$ cat src/rtl/alu_pkg.sv
// Shared definitions for the handshaked ALU pipeline.
//   - opcode encodings carried on the 4-bit n bus
//   - bit positions inside the 4-bit condition-code word
//   - handshake FSM state encoding (also exported on the debug port)
package alu_pkg;

  localparam logic [3:0] OP_ADD   = 4'd0;
  localparam logic [3:0] OP_SUB   = 4'd1;
  localparam logic [3:0] OP_MUL   = 4'd2;
  localparam logic [3:0] OP_DIV   = 4'd3;
  localparam logic [3:0] OP_PASSA = 4'd4;
  localparam logic [3:0] OP_PASSB = 4'd5;
  localparam logic [3:0] OP_MAX   = 4'd6;
  localparam logic [3:0] OP_MIN   = 4'd7;
  localparam logic [3:0] OP_SHL   = 4'd8;
  localparam logic [3:0] OP_SHR   = 4'd9;

  localparam int CC_ARITH = 0;
  localparam int CC_ZERO  = 1;
  localparam int CC_SELA  = 2;
  localparam int CC_SELB  = 3;

  typedef enum logic [1:0] {
    ST_IDLE = 2'd0,
    ST_BUSY = 2'd1,
    ST_DONE = 2'd2
  } state_t;

  // MUL always iterates; DIV iterates only for a nonzero divisor.
  function automatic logic is_iterative(input logic [3:0] op, input logic b_zero);
    return (op == OP_MUL) || ((op == OP_DIV) && !b_zero);
  endfunction

endpackage

$ cat src/rtl/alu_if.sv
// Operand/result bus between the CCU operand buses and the register-file
// write port.
//   master : operation producer (drives in_valid/a/b/n, out_ready)
//   slave  : the ALU (drives in_ready, out_valid/r/cc/ovf/err)
//
// Handshake: an operation transfers on a rising edge where in_valid and
// in_ready are both high; a result transfers on a rising edge where
// out_valid and out_ready are both high. Once out_valid is high, r/cc/ovf/err
// stay stable until that transfer. valid never depends on ready.
interface alu_if #(
  parameter int WIDTH = 8
) ();
  logic             in_valid;
  logic             in_ready;
  logic [WIDTH-1:0] a;
  logic [WIDTH-1:0] b;
  logic [3:0]       n;
  logic             out_valid;
  logic             out_ready;
  logic [WIDTH-1:0] r;
  logic [3:0]       cc;
  logic             ovf;
  logic             err;

  modport master (
    output in_valid, a, b, n, out_ready,
    input  in_ready, out_valid, r, cc, ovf, err
  );

  modport slave (
    input  in_valid, a, b, n, out_ready,
    output in_ready, out_valid, r, cc, ovf, err
  );
endinterface

$ cat src/rtl/alu_muldiv_iter.sv
// Iterative unsigned multiply (shift-add) and restoring divide.
// Ports:
//   clk, reset  : clock, synchronous active-high reset
//   start       : latch operands and begin WIDTH iterations
//   is_div      : 1 = divide a/b, 0 = multiply a*b (sampled with start)
//   a, b        : operands (sampled with start)
//   done        : high during the cycle whose edge performs the last iteration
//   result      : low product half or quotient, valid while done is high
//   hi_nonzero  : upper product half nonzero (multiply only), valid with done
// result/hi_nonzero look at the post-iteration accumulator so the caller can
// register them on the same edge that finishes the operation.
module alu_muldiv_iter #(
  parameter int WIDTH = 8,
  parameter int CNT_W = $clog2(WIDTH + 1)
) (
  input  logic             clk,
  input  logic             reset,
  input  logic             start,
  input  logic             is_div,
  input  logic [WIDTH-1:0] a,
  input  logic [WIDTH-1:0] b,
  output logic             done,
  output logic [WIDTH-1:0] result,
  output logic             hi_nonzero
);

  logic [2*WIDTH-1:0] acc_q, acc_d;
  logic [CNT_W-1:0]   cnt_q, cnt_d;
  logic               busy_q, busy_d;
  logic               is_div_q, is_div_d;
  logic [WIDTH-1:0]   opnd_q, opnd_d;   // multiplicand or divisor
  logic [WIDTH:0]     sum, trial, diff;

  always_ff @(posedge clk) begin
    if (reset) begin
      acc_q    <= '0;
      cnt_q    <= '0;
      busy_q   <= 1'b0;
      is_div_q <= 1'b0;
      opnd_q   <= '0;
    end else begin
      acc_q    <= acc_d;
      cnt_q    <= cnt_d;
      busy_q   <= busy_d;
      is_div_q <= is_div_d;
      opnd_q   <= opnd_d;
    end
  end

  always_comb begin
    acc_d    = acc_q;
    cnt_d    = cnt_q;
    busy_d   = busy_q;
    is_div_d = is_div_q;
    opnd_d   = opnd_q;
    done     = 1'b0;
    sum      = '0;
    trial    = '0;
    diff     = '0;
    if (start) begin
      busy_d   = 1'b1;
      cnt_d    = '0;
      is_div_d = is_div;
      opnd_d   = is_div ? b : a;
      // Divide: {remainder, dividend}. Multiply: {partial sum, multiplier}.
      acc_d    = {{WIDTH{1'b0}}, (is_div ? a : b)};
    end else if (busy_q) begin
      if (is_div_q) begin
        // Remainder stays below the divisor, so the shifted trial needs one
        // extra bit; diff[WIDTH] is the borrow of the trial subtraction.
        trial = acc_q[2*WIDTH-1:WIDTH-1];
        diff  = trial - {1'b0, opnd_q};
        if (!diff[WIDTH]) acc_d = {diff[WIDTH-1:0], acc_q[WIDTH-2:0], 1'b1};
        else              acc_d = {trial[WIDTH-1:0], acc_q[WIDTH-2:0], 1'b0};
      end else begin
        // Add multiplicand when the current multiplier LSB is set, then shift
        // the carry, partial sum and remaining multiplier right together.
        sum   = {1'b0, acc_q[2*WIDTH-1:WIDTH]} +
                (acc_q[0] ? {1'b0, opnd_q} : {(WIDTH+1){1'b0}});
        acc_d = {sum, acc_q[WIDTH-1:1]};
      end
      cnt_d = cnt_q + CNT_W'(1);
      if (cnt_q == CNT_W'(WIDTH - 1)) begin
        done   = 1'b1;
        busy_d = 1'b0;
      end
    end
  end

  assign result     = acc_d[WIDTH-1:0];
  assign hi_nonzero = !is_div_q && (|acc_d[2*WIDTH-1:WIDTH]);

endmodule

$ cat src/rtl/alu_pipe.sv
// Handshaked ALU: one operation per in_valid/in_ready transfer, registered
// result with condition codes, held until out_ready.
// Ports:
//   clk, reset : clock, synchronous active-high reset
//   bus        : alu_if slave (operands/opcode in, result/cc/ovf/err out)
//   dbg_state  : current handshake FSM state
// Single-cycle ops register their result on the accept edge; MUL and nonzero
// DIV run WIDTH iterations in alu_muldiv_iter first.
module alu_pipe
  import alu_pkg::*;
#(
  parameter int WIDTH = 8,
  parameter int CNT_W = $clog2(WIDTH + 1)
) (
  input  logic  clk,
  input  logic  reset,
  alu_if.slave  bus,
  output state_t dbg_state
);

  state_t           state_q, state_d;
  logic [WIDTH-1:0] r_q, r_d;
  logic [3:0]       cc_q, cc_d;
  logic             ovf_q, ovf_d;
  logic             err_q, err_d;

  logic             in_ready, accept, multi;
  logic             m_done, m_hi;
  logic [WIDTH-1:0] m_res;
  logic [WIDTH-1:0] sc_r, add_r, sub_r;
  logic [3:0]       sc_cc;
  logic             sc_ovf, sc_err;

  assign in_ready = (state_q == ST_IDLE) || ((state_q == ST_DONE) && bus.out_ready);
  assign accept   = bus.in_valid && in_ready;
  assign multi    = is_iterative(bus.n, bus.b == '0);

  alu_muldiv_iter #(.WIDTH(WIDTH), .CNT_W(CNT_W)) u_iter (
    .clk        (clk),
    .reset      (reset),
    .start      (accept && multi),
    .is_div     (bus.n == OP_DIV),
    .a          (bus.a),
    .b          (bus.b),
    .done       (m_done),
    .result     (m_res),
    .hi_nonzero (m_hi)
  );

  // Single-cycle datapath, evaluated on the live operands at accept.
  always_comb begin
    add_r  = bus.a + bus.b;
    sub_r  = bus.a - bus.b;
    sc_r   = '0;
    sc_cc  = '0;
    sc_ovf = 1'b0;
    sc_err = 1'b0;
    case (bus.n)
      OP_ADD: begin
        sc_r = add_r; sc_cc[CC_ARITH] = 1'b1;
        sc_ovf = (bus.a[WIDTH-1] == bus.b[WIDTH-1]) && (add_r[WIDTH-1] != bus.a[WIDTH-1]);
      end
      OP_SUB: begin
        sc_r = sub_r; sc_cc[CC_ARITH] = 1'b1;
        sc_ovf = (bus.a[WIDTH-1] != bus.b[WIDTH-1]) && (sub_r[WIDTH-1] != bus.a[WIDTH-1]);
      end
      OP_MUL: begin
        sc_cc[CC_ARITH] = 1'b1;  // handled by the iterator
      end
      OP_DIV: begin
        // Only the divide-by-zero case completes here.
        sc_r = '1; sc_cc[CC_ARITH] = 1'b1; sc_err = 1'b1;
      end
      OP_PASSA: sc_r = bus.a;
      OP_PASSB: sc_r = bus.b;
      OP_MAX: begin
        if ($signed(bus.a) >= $signed(bus.b)) begin sc_r = bus.a; sc_cc[CC_SELA] = 1'b1; end
        else begin sc_r = bus.b; sc_cc[CC_SELB] = 1'b1; end
      end
      OP_MIN: begin
        if ($signed(bus.a) <= $signed(bus.b)) begin sc_r = bus.a; sc_cc[CC_SELA] = 1'b1; end
        else begin sc_r = bus.b; sc_cc[CC_SELB] = 1'b1; end
      end
      OP_SHL: begin sc_r = {bus.a[WIDTH-2:0], 1'b0}; sc_cc[CC_ARITH] = 1'b1; end
      OP_SHR: begin sc_r = {1'b0, bus.a[WIDTH-1:1]}; sc_cc[CC_ARITH] = 1'b1; end
      default: sc_err = 1'b1;
    endcase
    sc_cc[CC_ZERO] = sc_cc[CC_ARITH] && (sc_r == '0);
  end

  // State register and output registers.
  always_ff @(posedge clk) begin
    if (reset) begin
      state_q <= ST_IDLE;
      r_q     <= '0;
      cc_q    <= '0;
      ovf_q   <= 1'b0;
      err_q   <= 1'b0;
    end else begin
      state_q <= state_d;
      r_q     <= r_d;
      cc_q    <= cc_d;
      ovf_q   <= ovf_d;
      err_q   <= err_d;
    end
  end

  // Next-state logic.
  always_comb begin
    state_d = state_q;
    case (state_q)
      ST_IDLE: if (accept) state_d = multi ? ST_BUSY : ST_DONE;
      ST_BUSY: if (m_done) state_d = ST_DONE;
      ST_DONE: begin
        if (bus.out_ready) begin
          if (accept) state_d = multi ? ST_BUSY : ST_DONE;
          else        state_d = ST_IDLE;
        end
      end
      default: state_d = ST_IDLE;
    endcase
  end

  // Outputs and result-register loads.
  always_comb begin
    r_d   = r_q;
    cc_d  = cc_q;
    ovf_d = ovf_q;
    err_d = err_q;
    if (accept && !multi) begin
      r_d   = sc_r;
      cc_d  = sc_cc;
      ovf_d = sc_ovf;
      err_d = sc_err;
    end else if ((state_q == ST_BUSY) && m_done) begin
      r_d            = m_res;
      cc_d           = '0;
      cc_d[CC_ARITH] = 1'b1;
      cc_d[CC_ZERO]  = (m_res == '0);
      ovf_d          = m_hi;
      err_d          = 1'b0;
    end
  end

  assign bus.in_ready  = in_ready;
  assign bus.out_valid = (state_q == ST_DONE);
  assign bus.r         = r_q;
  assign bus.cc        = cc_q;
  assign bus.ovf       = ovf_q;
  assign bus.err       = err_q;
  assign dbg_state     = state_q;

endmodule

$ cat src/flat_wrapper.sv
// flat-port wrapper written by rule: the top's interface ports become plain ports
module alu_pipe_flat import alu_pkg::*;
#(
  parameter int WIDTH = 8,
  parameter int CNT_W = $clog2(WIDTH + 1)
)
  (clk, reset, dbg_state, bus_in_valid, bus_a, bus_b, bus_n, bus_out_ready, bus_in_ready, bus_out_valid, bus_r, bus_cc, bus_ovf, bus_err);
  alu_if #(.WIDTH(WIDTH)) bus_i ();
  input  logic clk;
  input  logic reset;
  output state_t dbg_state;
  input wire logic [$bits(bus_i.in_valid)-1:0] bus_in_valid;
  input wire logic [$bits(bus_i.a)-1:0] bus_a;
  input wire logic [$bits(bus_i.b)-1:0] bus_b;
  input wire logic [$bits(bus_i.n)-1:0] bus_n;
  input wire logic [$bits(bus_i.out_ready)-1:0] bus_out_ready;
  output wire logic [$bits(bus_i.in_ready)-1:0] bus_in_ready;
  output wire logic [$bits(bus_i.out_valid)-1:0] bus_out_valid;
  output wire logic [$bits(bus_i.r)-1:0] bus_r;
  output wire logic [$bits(bus_i.cc)-1:0] bus_cc;
  output wire logic [$bits(bus_i.ovf)-1:0] bus_ovf;
  output wire logic [$bits(bus_i.err)-1:0] bus_err;
  assign bus_i.in_valid = bus_in_valid;
  assign bus_i.a = bus_a;
  assign bus_i.b = bus_b;
  assign bus_i.n = bus_n;
  assign bus_i.out_ready = bus_out_ready;
  assign bus_in_ready = bus_i.in_ready;
  assign bus_out_valid = bus_i.out_valid;
  assign bus_r = bus_i.r;
  assign bus_cc = bus_i.cc;
  assign bus_ovf = bus_i.ovf;
  assign bus_err = bus_i.err;
  alu_pipe #(.WIDTH(WIDTH), .CNT_W(CNT_W)) u_core (.clk(clk), .reset(reset), .bus(bus_i), .dbg_state(dbg_state));
endmodule
$ cat config.mk
export PLATFORM = sky130hd
export DESIGN_NAME = alu_pipe_flat
export DESIGN_NICKNAME = d
export VERILOG_FILES = /design/src/rtl/alu_pkg.sv /design/src/rtl/alu_if.sv /design/src/rtl/alu_muldiv_iter.sv /design/src/rtl/alu_pipe.sv /design/src/flat_wrapper.sv
export SDC_FILE = /design/constraint.sdc
export NUM_CORES = 1
export LEC_CHECK = 0
export CORE_UTILIZATION = 50
export DETAILED_ROUTE_END_ITERATION = 16
export DONT_BUFFER_PORTS = 1
export GPL_ROUTABILITY_DRIVEN = 0
export PLACE_DENSITY = 0.74
export SYNTH_ARGS = -nofsm -noshare
export SYNTH_HDL_FRONTEND = slang
export SYNTH_SLANG_ARGS = --single-unit
$ cat constraint.sdc
create_clock -name clk -period 4.75 [get_ports clk]
set_clock_uncertainty 0.05 [all_clocks]
set_input_delay 0.475 -clock clk [delete_from_list [all_inputs] [get_ports clk]]
set_output_delay 0.475 -clock clk [all_outputs]
set_load 0.01 [all_outputs]
==> metrics.md, run 1 <==
| Metric | Value |
|---|---|
| Status | finished clean |
| Worst Setup Start Kind | flip-flop |
| Routed len/inst | between 15 and 20 um |
| Max Fclk | about 0.3 GHz |
| R2R Setup Slk | 1410 ps |
| # setup viols final | 0 |
| Synthesized netlist cell count | roughly 570 |
| CP Class | reg2reg |
| Detailed Place HPWL | slightly above 9000 um |
| Register bit total from synthesis | 46 |
| Rows | 33 |
| Final core occ | between 50% and 60% |
| Worst hold start | reset |
| GRT Overall Usage | a little over a quarter |
| Final WS setup | 1410 ps |
| Place WS | 1480 ps |
| Synth Area per Inst | between 7 and 8 um2 |
| Period utilization | between 70 and 80% |
| 1st-pass router iterations | 5 |
| Post-route minimum period | approximately 3300 ps |
| Yosys warns | 0 |
| CTS clk-pin slew, worst paths | roughly 100 ps |
| Largest fanout on the critical path | 11 |
| Post-synth top area share | between 20% and 30% |
| Critical Path AT | roughly 3500 ps |
| Core ar. | approximately 8300 um2 |
| Total wire length | roughly 12,000 um |
| Psw | 321 uW |
| Vias in the first global route | a little under 4k |
| Largest net degree at the start of global routing | between 40 and 50 |
| DIE AREA | about 9100 um2 |
| Global-route wire length before repair | approximately 19,000 um |
| Number of antenna violations at the first check in global routing | 0 |
| Setup Buffers After CTS | 0 |
| VDD IR max | 0.191 mV |
| ANT nets after route | 0 |
| Post-Syn Nets | between 600 and 700 |
| Sink Count | 46 |
| Slew headroom | between 30% and 40% |
| Fraction of layout cells with a size suffix above 1 | 4.60% |
| Synthesized cell area | around 4400 um2 |
| CTS Hold Bufs | 0 |
| Number of enable flip-flop cells after synthesis | 0 |
| Internal Power | about 630 uW |
| Area Overhead vs Synth | 2.19% |
| Total power draw | between 900 and 1000 uW |
| Synth cell types | between 70 and 80 |
| Ant diodes | 0 |
| Initial DRC count | between 200 and 300 |
| Most used DFF post-synth | dfxtp_1 |
| Post-synth ARST share | 0% |
| Min-Delay Endpoint | u_core.bus.cc[3]$_SDFFE_PP0P_ |
| Root buffer cell | clkbuf_8 |
| Worst-Margin Slew | around 900 ps |
| TritonCTS clock tree | yes |
| Sw Share | around a third |
| Fill cell count | between 800 and 900 |
| Clk pwr share | between 20% and 30% |
| Hold depth | 1 |
| Worst r2r dst | u_core.bus.ovf$_SDFFE_PP0P_ |
| Num ports | between 40 and 50 |
| PwrDens | approximately 210 nW/um2 |
| Largest area contributor in the netlist | dfxtp_1 |
| R2r startpoint | u_core.u_iter.opnd_q[0]$_SDFFE_PP0P_ |
| Gate power share | 28.9% |
| Lkg Pwr | 0.00171 uW |
| Critical Path Sink Type | flip-flop |
| GRT Residual Overflow | 0 |
| Setup TNS | 0 ps |
| Vias per inst | between 6 and 7 |
| Max-cap violations | 0 |
| Skew-Pair Late Insertion Delay | 300 ps |
| Sequential Power Share | 44.3% |
| Hold WC Path Type | in2reg |
| TritonCTS Buffers | 5 |
| Die Span Y | between 90 and 100 um |
| Drc violations | 0 |
| Seq/Total Area, Yosys | between 20% and 30% |
| Clock buffer depth | 2 |
| H-tree depth | 2 |
| Max Slew Vio Count | 0 |
| Fin. Hold Viols | 0 |
| CP required | 4870 ps |
| RSZ-0062 raised after global routing | no |
| Die W | about 95 um |
| Initial core utilization | between 50% and 60% |
| Post-CTS sizing | 0 |
| Layout Nets | roughly 600 |
| Total number of vias | around 4.2k |
| Largest cells by area after synthesis | dfxtp_1 (21%), ha_1 (9.2%), mux2i_1 (5.5%) |
| Port bufs | 0 |
| FF-to-FF path depth | 11 |
-- sequential cells by signal, indices dropped and copies added, names as in the netlist --
| name | flops |
|---|---|
| u_core.bus.cc | 4 |
| u_core.bus.err | 1 |
| u_core.bus.ovf | 1 |
| u_core.bus.r | 8 |
| u_core.dbg_state | 2 |
| u_core.u_iter.acc_q | 16 |
| u_core.u_iter.busy_q | 1 |
| u_core.u_iter.cnt_q | 4 |
| u_core.u_iter.is_div_q | 1 |
| u_core.u_iter.opnd_q | 8 |
-- placed cells by master, fill, tap and decap left out, types with 11 or more instances in the layout --
| cell type | netlist | routed |
|---|---|---|
| o21ai_0 | 27 | 27 |
| xnor2_1 | 16 | 16 |
| o211ai_1 | 13 | 13 |
| nor2b_1 | 28 | 28 |
| nand2_1 | 39 | 39 |
| a21oi_1 | 46 | 46 |
| dfxtp_1 | 46 | 46 |
| nor2_1 | 57 | 57 |
| ha_1 | 32 | 32 |
| nor3_1 | 12 | 12 |
| inv_1 | 32 | 32 |
| mux2i_1 | 24 | 24 |
| a22oi_1 | 15 | 15 |
| a211oi_1 | 11 | 11 |
-- synth_stat cells, types with 4 or more instances --
library cell and n:
a31oi_1 5, nand2b_1 8, o211ai_1 13, and2_1 9, o21a_1 9, o31ai_1 5
or3_1 4, dfxtp_1 46, nand3_1 7, xnor2_1 16, buf_2 7, nor3_1 12
a21o_1 5, nor2_1 57, inv_1 32, xor2_1 5, clkbuf_1 25, a211oi_1 11
a22oi_1 15, ha_1 32, o21ai_0 27, nor2b_1 28, o2111ai_1 4, mux2i_1 24
a21oi_1 46, nand2_1 39, o22ai_1 4, fa_1 4
-- metrics by stage --
| step | instance area, um2 | hold slack, ps | std cells |
|---|---|---|---|
| after global placement | 4350 | 443 | 641 |
| final | 4450 | 177 | 649 |
| after detailed placement | 4350 | 463 | 641 |
| after floorplan | 4350 | 430 | 569 |
| after global routing | 4450 | 166 | 649 |
| after CTS | 4450 | 170 | 649 |
-- power by group through the flow --
stage | combinational (uW) | sequential [uW] | clock, uW
floorplan | 233 | 422 | 0
global placement | 261 | 428 | 0
detailed placement | 266 | 428 | 0
CTS | 268 | 419 | 258
global route | 298 | 422 | 269
finish | 273 | 420 | 254
-- metal layers --
layer | track usage [%] | part of all wire (%) | vias to the layer above
met2 | 44.8 | 47 | 190
met1 | 35.3 | 43 | 1966
li1 | - | - | 2009
met3 | 4.47 | 7.8 | 23
met5 | 0 | 0 | -
met4 | 8.71 | 2.4 | 0
-- kinds of logic after synthesis --
group	Yosys count	synth area share, %
buffers and inverters	68	6.27
xor gates and xnor gates	21	4.23
DFF	46	21.2
muxes	27	6.73
and+or+nand+nor	191	22.3
AOI/OAI and AO/OA	180	28.3
adders and majority gates	36	11.0
-- layout make-up --
type                       instances  area, um2  share of cell area [%]
multi-input combinational        455       3160                    71.0
sequential                        46        921                    20.7
tap                              105        131                    2.95
inverter                          32        120                    2.70
clock buffer                       5       68.8                    1.55
clock inverter                     3       25.0                   0.563
timing repair buffer               3       22.5                   0.506
-- worst max-delay path: stages, from the launching register on --
cell,delay (ps)
dfxtp_1,410
ha_1,200
inv_1,70
fa_1,460
a21o_1,210
nand3_1,100
a21oi_1,110
nor3_2,580
mux2i_1,260
o221ai_1,150
o41ai_1,450
o2111ai_1,170
-- worst max-delay path by stage --
stage,startpoint,end,slack [ps],cells past startpoint
floorplan,u_core.u_iter.acc_q[0]$_SDFF_PP0_,u_core.bus.ovf$_SDFFE_PP0P_,1910,12
global placement,bus_out_ready,u_core.bus.cc[1]$_SDFFE_PP0P_,1620,9
detailed placement,u_core.u_iter.opnd_q[0]$_SDFFE_PP0P_,u_core.bus.ovf$_SDFFE_PP0P_,1480,11
CTS,u_core.u_iter.opnd_q[0]$_SDFFE_PP0P_,u_core.bus.ovf$_SDFFE_PP0P_,1460,11
global route,u_core.u_iter.acc_q[7]$_SDFF_PP0_,u_core.bus.ovf$_SDFFE_PP0P_,1180,12
finish,u_core.u_iter.opnd_q[0]$_SDFFE_PP0P_,u_core.bus.ovf$_SDFFE_PP0P_,1410,11
No activity file was read; power rests on OpenSTA's default activity.
==> inputs of run 2 (changes only) <==
- clock period: 4.75 -> 3.4 ns (I/O delays scaled with it)
==> metrics.md, run 2 (same netlist as run 1, synthesis figures left out) <==
| Metric | Value |
|---|---|
| Skew-Pair Late Insertion Delay | around 310 ps |
| Most frequent cells in the layout | nor2_1 (57), a21oi_1 (46), dfxtp_1 (46), nand2_1 (39) |
| Global-route wire length before repair | approximately 19,000 um |
| Number of antenna violations at the first check in global routing | 0 |
| ANT nets after route | 0 |
| Fraction of layout cells with a size suffix above 1 | approximately 5.5% |
| Initial DRC count | 230 |
| Num ports | 42 |
| GRT Overall Usage | between 20% and 30% |
| Max Slew Vio Count | 0 |
| Fill cell count | 800 |
| Critical Path AT | 3240 ps |
| Worst hold start | reset |
| Total number of vias | ~4.2k |
| DIE AREA | between 9000 and 10,000 um2 |
| Leading cell type in the layout, fill and taps excluded | nor2_1 |
| RSZ-0062 raised after global routing | no |
| Period utilization | about nine tenths |
| Initial core utilization | 52.4% |
| Post-route minimum period | around 3100 ps |
| Total wire length | roughly 12,000 um |
| R2r startpoint | u_core.u_iter.acc_q[7]$_SDFF_PP0_ |
| Root buffer cell | clkbuf_8 |
| Layout Nets | 608 |
| Vias per inst | roughly 6.5 |
| Rows | 33 |
| Post-CTS sizing | 0 |
| R2R Setup Slk | between 200 and 300 ps |
| Drc violations | 0 |
| Final WS setup | roughly 280 ps |
| Die Span Y | approximately 95 um |
| Max-cap violations | 0 |
| Place WS | about 350 ps |
| Worst r2r dst | u_core.bus.ovf$_SDFFE_PP0P_ |
| Hold WC Path Type | in2reg |
| Worst-Margin Slew | approximately 900 ps |
| Most flops, register | u_core.u_iter.acc_q |
| Largest net degree at the start of global routing | 44 |
| Die W | approximately 95 um |
| Routed len/inst | ~18 um |
| Min-Delay Endpoint | u_core.bus.r[6]$_SDFFE_PP0P_ |
| Slowest CP cell | o311ai_0 |
| Number of flip-flops in the largest register | 16 |
| Lkg Pwr | ~0.0017 uW |
| H-tree depth | 2 |
| 1st-pass router iterations | 4 |
| Detailed Place HPWL | 8910 um |
| Met3 Track Usage GR | ~4.4% |
| GRT Max-Usage Layer | met2 |
| Max Fclk | roughly 0.32 GHz |
| GRT Residual Overflow | 0 |
| Setup TNS | 0 ps |
| TritonCTS clock tree | yes |
| Met2 GRT Util | 45.8% |
| Setup Buffers After CTS | 0 |
| Port bufs | 0 |
| FF-to-FF path depth | 12 |
| Slew headroom | between 40% and 50% |
| Ant diodes | 0 |
| CP required | 3520 ps |
| VDD IR max | 0.249 mV |
| PwrDens | between 200 and 300 nW/um2 |
| Area Overhead vs Synth | 3.05% |
| Status | finished clean |
| Critical Path Max Stage Delay | between 600 and 700 ps |
| CTS clk-pin slew, worst paths | 100 ps |
| TritonCTS Buffers | 5 |
| Core ar. | approximately 8300 um2 |
| Hold depth | 1 |
| Clock buffer depth | 2 |
| CP Class | reg2reg |
| Critical Path Sink Type | flip-flop |
| Met1 GRT Util | about 35% |
| Sink Count | 46 |
| Fin. Hold Viols | 0 |
| CTS Hold Bufs | 0 |
| Most frequent CP cell | inv_1 |
| Cell Chain, Critical Path | inv_1 > ha_1 > inv_1 > fa_1 > a21o_1 > nand4_1 > o211a_1 > nor3_2 > buf_4 > o311ai_0 > a41o_1 > o2111ai_1 |
| Worst Setup Start Kind | flip-flop |
| Vias in the first global route | between 3k and 4k |
| Largest fanout on the critical path | 11 |
| # setup viols final | 0 |
==> run 2: changes by cell type in the layout (fill, tap and decap cells not counted), sizes merged <==
cell and delta:
buf +5
==> run 2: metal layers <==
metal | wire (um) | up-vias
met4 | 257 | 0
met3 | 787 | 22
met2 | 5630 | 162
met1 | 4920 | 2017
li1 | - | 2019
met5 | 0 | -
==> run 2: layout make-up <==
cell class              instances  area [um2]  area share, %
well taps                     105         131           2.93
clock buffers                   5        68.8           1.53
inverters                      32         120           2.68
flip-flops and latches         46         921           20.5
multi-input cells             455        3160           70.4
clock inverters                 3        25.0          0.558
repair buffers                  8        60.1           1.34
==> run 2: worst max path at each step <==
stage	cells past startpoint	slack, ps	start	endpoint
3_3_place_gp	12	420	u_core.u_iter.acc_q[0]$_SDFF_PP0_	u_core.bus.ovf$_SDFFE_PP0P_
6_report	12	280	u_core.u_iter.acc_q[7]$_SDFF_PP0_	u_core.bus.ovf$_SDFFE_PP0P_
4_1_cts	12	330	u_core.u_iter.acc_q[0]$_SDFF_PP0_	u_core.bus.ovf$_SDFFE_PP0P_
5_1_grt	12	8	u_core.u_iter.acc_q[0]$_SDFF_PP0_	u_core.bus.ovf$_SDFFE_PP0P_
2_1_floorplan	12	560	u_core.u_iter.acc_q[0]$_SDFF_PP0_	u_core.bus.ovf$_SDFFE_PP0P_
3_5_place_dp	12	350	u_core.u_iter.acc_q[0]$_SDFF_PP0_	u_core.bus.ovf$_SDFFE_PP0P_
==> run 2: stage by stage <==
stage | total power (uW) | util (%) | cells | instance area, um2 | hold WS, ps
6_report | 1330 | 54.0 | 654 | 4480 | 36.3
5_1_grt | 1400 | 54.0 | 654 | 4480 | 23.9
4_1_cts | 1330 | 54.0 | 654 | 4480 | 32.0
3_5_place_dp | 981 | 52.9 | 646 | 4390 | 364
3_3_place_gp | 972 | 52.9 | 646 | 4390 | 364
2_1_floorplan | 915 | - | 569 | 4350 | 430
==> run 2: worst max-delay path: cells and delay by family, from the launching register on <==
| kind | cells | cell delay [ps] |
|---|---|---|
| AO/OA/AOI/OAI | 5 | 1420 |
| AND/OR/NAND/NOR | 2 | 160 |
| flip-flops | 1 | 340 |
| adder cells (fa/ha/maj) | 2 | 630 |
| buffers and inverters | 3 | 360 |
==> run 2: where the power goes <==
part	switching [uW]	internal (uW)
clock network	202	149
registers	26.0	560
logic	220	171
